===== src/rtl/mips_pipe_pkg.sv =====
// Shared types for the MIPS-32 pipeline hazard sequencer: FSM state encoding
// and the default register-specifier width.
package mips_pipe_pkg;

  localparam int REG_W_DEF = 5;

  localparam logic [1:0] ENC_INIT     = 2'b00;
  localparam logic [1:0] ENC_RUN      = 2'b01;
  localparam logic [1:0] ENC_MEM_WAIT = 2'b10;
  localparam logic [1:0] ENC_HALT     = 2'b11;

  typedef enum logic [1:0] {
    ST_INIT     = ENC_INIT,
    ST_RUN      = ENC_RUN,
    ST_MEM_WAIT = ENC_MEM_WAIT,
    ST_HALT     = ENC_HALT
  } hz_state_e;

endpackage


===== src/rtl/hazard_detect.sv =====
// Load-use hazard compare: the load in EX writes a register the ID instruction
// reads. Register 0 is hard-wired zero and never creates a dependency.
module hazard_detect #(
  parameter int REG_W = 5
) (
  input  logic             i_idex_mem_read,
  input  logic [REG_W-1:0] i_idex_rt,
  input  logic [REG_W-1:0] i_ifid_rs,
  input  logic [REG_W-1:0] i_ifid_rt,
  input  logic             i_ifid_uses_rt,
  output logic             o_load_use
);

  logic w_rs_match;
  logic w_rt_match;

  assign w_rs_match = (i_idex_rt == i_ifid_rs);
  assign w_rt_match = i_ifid_uses_rt && (i_idex_rt == i_ifid_rt);
  assign o_load_use = i_idex_mem_read && (i_idex_rt != '0) && (w_rs_match || w_rt_match);

endmodule


===== src/rtl/pipe_hazard_ctrl.sv =====
// Stall/flush sequencer for the 5-stage pipeline (INIT/RUN/MEM_WAIT/HALT).
// Optional perf counters enabled by defining PIPE_PERF_CNT_EN.
module pipe_hazard_ctrl
  import mips_pipe_pkg::*;
#(
  parameter int REG_W       = REG_W_DEF,
  parameter int INIT_FLUSH  = 2,
  parameter int MEM_TIMEOUT = 255,
  parameter int TO_W        = 8
) (
  input  logic             clock,
  input  logic             reset_n,
  input  logic [REG_W-1:0] ifid_rs,
  input  logic [REG_W-1:0] ifid_rt,
  input  logic             ifid_uses_rt,
  input  logic             idex_mem_read,
  input  logic [REG_W-1:0] idex_rt,
  input  logic             ex_branch_taken,
  input  logic             exmem_mem_req,
  input  logic             dmem_ready,
  output logic             pc_en,
  output logic             ifid_en,
  output logic             idex_en,
  output logic             exmem_en,
  output logic             memwb_en,
  output logic             ifid_flush,
  output logic             idex_flush,
  output logic             exmem_flush,
  output logic             memwb_flush,
  output logic             pc_sel_branch,
  output logic             mem_timeout,
  output logic [31:0]      stall_cycles,
  output logic [31:0]      squash_events
);

  localparam int              INIT_W        = (INIT_FLUSH > 1) ? $clog2(INIT_FLUSH) : 1;
  localparam logic [INIT_W-1:0] INIT_LAST   = INIT_W'(INIT_FLUSH - 1);
  localparam logic [TO_W:0]   TO_LIMIT      = (TO_W + 1)'(MEM_TIMEOUT);
  localparam bit              FIRST_WAIT_HALTS = (MEM_TIMEOUT <= 1);

  hz_state_e         r_state, w_state_nxt;
  logic [INIT_W-1:0] r_init_cnt, w_init_cnt_nxt;
  logic [TO_W-1:0]   r_to_cnt, w_to_cnt_nxt;
  logic              r_mem_timeout, w_mem_timeout_nxt;
  logic [TO_W:0]     w_to_sum;
  logic              w_load_use;
  logic              w_freeze;
  logic              w_run_rules;

  hazard_detect #(.REG_W(REG_W)) u_hazard_detect (
    .i_idex_mem_read (idex_mem_read),
    .i_idex_rt       (idex_rt),
    .i_ifid_rs       (ifid_rs),
    .i_ifid_rt       (ifid_rt),
    .i_ifid_uses_rt  (ifid_uses_rt),
    .o_load_use      (w_load_use)
  );

  assign w_to_sum = {1'b0, r_to_cnt} + 1'b1;

  // NOTE: sequential state uses non-blocking assignments so every flop samples
  // pre-edge values regardless of statement order.
  always_ff @(posedge clock or negedge reset_n) begin
    if (!reset_n) begin
      r_state       <= ST_INIT;
      r_init_cnt    <= '0;
      r_to_cnt      <= '0;
      r_mem_timeout <= 1'b0;
    end else begin
      r_state       <= w_state_nxt;
      r_init_cnt    <= w_init_cnt_nxt;
      r_to_cnt      <= w_to_cnt_nxt;
      r_mem_timeout <= w_mem_timeout_nxt;
    end
  end

  // NOTE: every output of this block gets a default first, so no path can
  // leave a value unassigned and infer a latch.
  always_comb begin
    w_state_nxt       = r_state;
    w_init_cnt_nxt    = r_init_cnt;
    w_to_cnt_nxt      = r_to_cnt;
    w_mem_timeout_nxt = r_mem_timeout;
    w_freeze          = 1'b0;
    w_run_rules       = 1'b0;
    pc_en             = 1'b0;
    ifid_en           = 1'b0;
    idex_en           = 1'b0;
    exmem_en          = 1'b0;
    memwb_en          = 1'b0;
    ifid_flush        = 1'b0;
    idex_flush        = 1'b0;
    exmem_flush       = 1'b0;
    memwb_flush       = 1'b0;
    pc_sel_branch     = 1'b0;

    case (r_state)
      ST_INIT: begin
        {ifid_en, idex_en, exmem_en, memwb_en}             = 4'hF;
        {ifid_flush, idex_flush, exmem_flush, memwb_flush} = 4'hF;
        if (r_init_cnt == INIT_LAST) begin
          w_state_nxt = ST_RUN;
        end else begin
          w_init_cnt_nxt = r_init_cnt + INIT_W'(1);
        end
      end
      ST_RUN: begin
        w_to_cnt_nxt = '0;
        if (exmem_mem_req && !dmem_ready) begin
          w_freeze     = 1'b1;
          w_to_cnt_nxt = TO_W'(1);
          if (FIRST_WAIT_HALTS) begin
            w_state_nxt       = ST_HALT;
            w_mem_timeout_nxt = 1'b1;
          end else begin
            w_state_nxt = ST_MEM_WAIT;
          end
        end else begin
          w_run_rules = 1'b1;
        end
      end
      ST_MEM_WAIT: begin
        if (!dmem_ready) begin
          w_freeze     = 1'b1;
          w_to_cnt_nxt = w_to_sum[TO_W-1:0];
          if (w_to_sum >= TO_LIMIT) begin
            w_state_nxt       = ST_HALT;
            w_mem_timeout_nxt = 1'b1;
          end
        end else begin
          // The branch held in the frozen EX stage is applied on this cycle.
          w_run_rules  = 1'b1;
          w_to_cnt_nxt = '0;
          w_state_nxt  = ST_RUN;
        end
      end
      ST_HALT: begin
        w_state_nxt = ST_HALT;
      end
      default: begin
        w_state_nxt = ST_INIT;
      end
    endcase

    if (w_freeze) begin
      memwb_en    = 1'b1;
      memwb_flush = 1'b1;
    end

    if (w_run_rules) begin
      {pc_en, ifid_en, idex_en, exmem_en, memwb_en} = 5'h1F;
      if (ex_branch_taken) begin
        pc_sel_branch = 1'b1;
        ifid_flush    = 1'b1;
        idex_flush    = 1'b1;
      end else if (w_load_use) begin
        pc_en      = 1'b0;
        ifid_en    = 1'b0;
        idex_flush = 1'b1;
      end
    end

    if (!reset_n) begin
      {pc_en, ifid_en, idex_en, exmem_en, memwb_en}      = 5'h00;
      {ifid_flush, idex_flush, exmem_flush, memwb_flush} = 4'hF;
      pc_sel_branch                                      = 1'b0;
    end
  end

  assign mem_timeout = r_mem_timeout;

`ifdef PIPE_PERF_CNT_EN
  logic [31:0] r_stall_cycles;
  logic [31:0] r_squash_events;
  logic        w_count_stall;

  assign w_count_stall = ((r_state == ST_RUN) || (r_state == ST_MEM_WAIT)) && !pc_en;

  always_ff @(posedge clock or negedge reset_n) begin
    if (!reset_n) begin
      r_stall_cycles  <= '0;
      r_squash_events <= '0;
    end else begin
      if (w_count_stall && (r_stall_cycles != '1)) begin
        r_stall_cycles <= r_stall_cycles + 32'd1;
      end
      if (pc_sel_branch && (r_squash_events != '1)) begin
        r_squash_events <= r_squash_events + 32'd1;
      end
    end
  end

  assign stall_cycles  = r_stall_cycles;
  assign squash_events = r_squash_events;
`else
  assign stall_cycles  = '0;
  assign squash_events = '0;
`endif

endmodule


===== config.mk =====
export PLATFORM = sky130hd
export DESIGN_NAME = pipe_hazard_ctrl
export DESIGN_NICKNAME = d
export VERILOG_FILES = /design/src/rtl/mips_pipe_pkg.sv /design/src/rtl/hazard_detect.sv /design/src/rtl/pipe_hazard_ctrl.sv
export SDC_FILE = /design/constraint.sdc
export NUM_CORES = 1
export LEC_CHECK = 0
export ABC_AREA = 1
export CORE_MARGIN = 2
export CORE_UTILIZATION = 37
export DETAILED_ROUTE_END_ITERATION = 7
export PLACE_DENSITY = 0.84
export SLEW_MARGIN = 5
export SYNTH_ARGS = -nofsm -noshare
export SYNTH_HDL_FRONTEND = slang
export SYNTH_SLANG_ARGS = --single-unit

===== constraint.sdc =====
create_clock -name clock -period 2 [get_ports clock]
set_input_delay 0.3 -clock clock [delete_from_list [all_inputs] [get_ports clock]]
set_output_delay 0.3 -clock clock [all_outputs]
set_load 0.005 [all_outputs]

[Word level (Yosys, flattened, before mapping)]
Cells that the tools add are included.
Widths: inputs -> output; s select.
Operators by class
  add/sub/neg operators: 2
  order comparisons: 1
  equal/unequal tests: 8
  multiplexer cells: 39
  bitwise operators: 1
  reduce and logical (&&, ||, !) cells: 11
Operators with widths (count)
  $mux 1: 30
  $pmux 8 s2: 1
  $eq 5x5->1: 2
  $add 8x1->9 const B: 1
  $ge 9x8->1 const B: 1
  $mux 2: 4
  $mux 8: 1
  $pmux 2 s4: 1
  $reduce_and 3->1: 2
  $reduce_bool 5->1: 1
  $eq 2x2->1 const B: 2
  $logic_and 1x1->1: 4
  $ne 2x2->1 const B: 2
  $pmux 1 s2: 2
  $ne 3x3->1 const B: 1
  $eq 2x1->1 const B: 1
  $logic_not 2->1: 1
  $reduce_bool 2->1: 1
  $add 1x1->1 const B: 1
  $logic_not 1->1: 1
  $logic_or 1x1->1: 1
  $not 1->1: 1
Word-level totals
  register bits: 12
  input port bits: 22
  output and inout bits: 75
  logic and storage cells: 66

[Logic depth before layout (Yosys ltp)]
  depth in word-level cells: 8
  mapped depth: 12
  depth with buffers taken out: 12

[Cells and area by module]
Synthesis repeated with hierarchy kept, for this count alone.
Unflattened totals
  cells, all modules: 235
  area, all modules: 1541.5 um2
Modules (own cells, without submodules)
  pipe_hazard_ctrl: instances 1, cells an instance 183, area an instance 1335.0 um2, seq. area each 300.3 um2
  hazard_detect: instances 1, cells an instance 52, area an instance 206.4 um2, seq. area each 0.0 um2

[Worst setup path before layout]
Ideal clock, no wire load.
  kind: reg2out
  start point: register r_state[0]
  end point: output idex_en
  arrival: 1.518 ns
  required time: 1.700 ns
  slack: 0.182 ns
  stages on the path, launching flop included: 9
  buffers on the path: 2
  path through: dfrtp_1 > inv_1 > ha_1 > buf_4 > inv_1 > a21oi_1 > nor2_1 > nor2_1 > buf_4
Between the ends
  cells in the longest elaborated chain, start to end: 4
  elaborated cells on any way between the ends: 7
  those cells by class: 2 x eq/ne; 4 x mux; 1 x reduce/logical
RTL lines
  start: declaration: line pipe_hazard_ctrl.sv:41  | hz_state_e r_state, w_state_nxt;
  start signal: assignment: line pipe_hazard_ctrl.sv:70  | r_state <= w_state_nxt;
  $eq 2x2->1, or another cell as far along: line pipe_hazard_ctrl.sv:97  | case (r_state)
  $pmux 1 s2 or $mux 1 (tied branches)
  $mux 1 (*) (2 in series)
  end: declaration: line pipe_hazard_ctrl.sv:23  | output logic idex_en,
Every way passes the cells marked *; elsewhere a longest branch is shown, timed or not.

[Final worst setup path]
  start point: register r_state[0]
  end point: output memwb_flush
Between the ends
  cells in the longest elaborated chain, start to end: 4
  elaborated cells on any way between the ends: 7
  those cells by class: 2 x eq/ne; 4 x mux; 1 x reduce/logical
RTL lines
  $eq 2x2->1, or another cell as far along: line pipe_hazard_ctrl.sv:97
  $pmux 1 s2 or $mux 1 (tied branches): line pipe_hazard_ctrl.sv:97
  $mux 1 (*): line pipe_hazard_ctrl.sv:145  | if (w_freeze) begin
  $mux 1 (*): line pipe_hazard_ctrl.sv:163  | if (!reset_n) begin
  end: declaration: line pipe_hazard_ctrl.sv:29  | output logic memwb_flush,
Marked as above.

==> impl_metrics.ini <==
[finish]
regArea_um2 = 300
antenna_cells = 0
final_common_cell = conb_1
fill_cells = 395
drive_gt1_frac = 0.167
final_cell_mix = 64 x conb_1, 40 x nand2_1, 21 x inv_1
multi_input_area_um2 = 917
final_util = 0.460
nets = 293
area.growth.synth_to_final_pct = 21.2

[place]
hpwl_mm = 2.59
place.gp.congestion = 0.824
numPortBuffers = 32

[floorplan]
die_area_mm2 = 0.00460
pin_count = 97
rows = 23
die_w_um = 67.8
core_mm2 = 0.00397
die_h_um = 67.8
start_util = 0.380

[logic_synthesis]
yosysWarningCount = 0
synthArstFlopShare = 1.00
post_synth.cell_area_avg_um2 = 6.92
synth_seq_cells = 12
synth_enable_flop_cells = 0
netlist_area_mm2 = 0.00151
postSynthCellCount = 218
yosys.cell_types.count = 24
synthFlopType = dfrtp_1
seq_area_frac_synth = 0.199

[setup_path]
critPathMaxFanout = 9
cpMaxStageDelayCell = dfrtp_1
crit_path_end_kind = primary output
start_kind = flip-flop
critPathTopFamily = buffers and inverters
required_ns = 1.70
worstPathArrival_ns = 1.63
rr_worst_depth = 11
cpPeakStageDelay_ns = 0.38
r2r_slack_ns = 0.33
cp_cell_sequence = inv_2, ha_4, buf_4, a31oi_4, nand2_1, dlygate4sd2_1
r2r_start = r_to_cnt[0]
worst-path-buf-inv = 3
r2r-end = r_state[0]
crit_type = reg -> out

[route]
antenna_left = 0
drcViolationCount = 0
drtIter0Drc = 39
wl_per_cell_um = 9.99
firstDrtPassIters = 4
wirelength_mm = 3.14
vias = 1297
avgViaCountPerCell = 4.13

[timing]
setup-violations-final = 0
hold_viol = 0
fin_skew_ns = 0.00455
clock.fmax_mhz = 518
fin_crit_sh = 0.966
finalMaxSlewViolations = 0
hold_slack_ns = 0.426
period_minus_slack_ns = 1.93

[global_routing]
grt_max_degree = 12
grt_pass1_wl_mm = 4.93
gr-total-overflow = 0
antenna_found_initial = 0
track_usage = 0.139
grt_pass1_vias = 1148

[outcome]
outcome = completed

[clock_network]
cts_setup_buffers = 0
clockBufferDepth = 2
clock-sinks = 12
numCtsBuffers = 3
clock_latency_ns = 0.24
root_buffer = clkbuf_8
cts_tree = built
htree_levels = 1
clk_pin_slew_ns = 0.05

[power]
power_mw = 1.48
power_density_mw_per_mm2 = 813
peakVddDrop_mv = 0.680
leakage_nw = 0.982

[worst_hold_path]
holdCritPathClass = in -> async

[run]
maxCapViolCount = 0
[kinds of logic (layout without fill, tap and decap cells)]
kind of cell / count (synthesis) / in the layout / share of synthesized area
adders and majority gates: 6 / 6 / 0.0498
and+or+nand+nor: 82 / 82 / 0.241
buffers and inverters: 91 / 74 / 0.391
AOI/OAI and AO/OA: 20 / 20 / 0.0813
other: 1 / 64 / 0.00249
DFF: 12 / 12 / 0.199
xor gates and xnor gates: 6 / 6 / 0.0349
[synth_stat cells (2+ instances only)]
cell type  number  area (µm²)
dfrtp_1        12         300
nand4_1         3        18.8
or2_2           2        12.5
xor2_1          3        26.3
ha_1            6        75.1
o31ai_1         2        15.0
inv_1          24        90.1
a21oi_1         3        15.0
o21bai_1        2        15.0
nand2_1        42         158
nor2_1         13        48.8
nor2_2          4        25.0
xnor2_1         3        26.3
o22ai_1         5        31.3
o21ai_0         5        25.0
nand3_2         2        20.0
buf_4          66         495
nand3_1        15        75.1
[how the worst max path moves through the flow]
| stage | startpoint | to | slack (ns) | cells past startpoint |
|---|---|---|---|---|
| finish | r_state[0] | memwb_flush | 0.07 | 6 |
| global route | r_state[0] | exmem_en | -0.008 | 7 |
| global placement | dmem_ready | ifid_en | -0.40 | 10 |
| floorplan | r_state[0] | idex_en | 0.18 | 8 |
| CTS | r_state[0] | ifid_flush | 0.005 | 8 |
| detailed placement | dmem_ready | ifid_en | -0.42 | 10 |
[per-layer routing]
layer / global-route usage / wire length, µm
met3: 0.0247 / 188
met1: 0.153 / 1170
met2: 0.270 / 1720
met4: 0.0400 / 48
met5: 0 / 0
[where the power goes]
group          total, mW  internal (mW)  switching (mW)
clock network      0.266          0.174          0.0916
registers          0.308          0.277          0.0308
logic              0.912          0.417           0.495
total               1.48          0.868           0.617
[registers in the layout (all words and copies together), names as in the netlist]
register	count
r_init_cnt	1
mem_timeout	1
r_to_cnt	8
r_state	2
[final cells by class]
type / count / share of cell area
clock buffer: 4 / 0.0301
inverter: 25 / 0.0514
multi-input combinational: 178 / 0.502
sequential: 12 / 0.164
tap: 50 / 0.0342
timing repair buffer: 45 / 0.218
[what timing repair did]
item / CTS / global route
gates resized for setup: 23 / 21
gates cloned: 0 / 0
pin swaps: 6 / 6
endpoints found under the setup margin: 8 / 9
hold buffers: 0 / 0
[through the flow]
| stage | instances | worst slack [ns] | TNS, ns | cell area, µm² |
|---|---|---|---|---|
| after floorplan | 281 | 0.182 | 0 | 1740 |
| after global placement | 310 | -0.397 | -2.21 | 1730 |
| after detailed placement | 310 | -0.415 | -2.48 | 1730 |
| after CTS | 314 | 0.00501 | 0 | 1770 |
| after global routing | 314 | -0.00839 | -0.0220 | 1830 |
| final | 314 | 0.0682 | 0 | 1830 |
No activity file was read; power rests on OpenSTA's default activity.
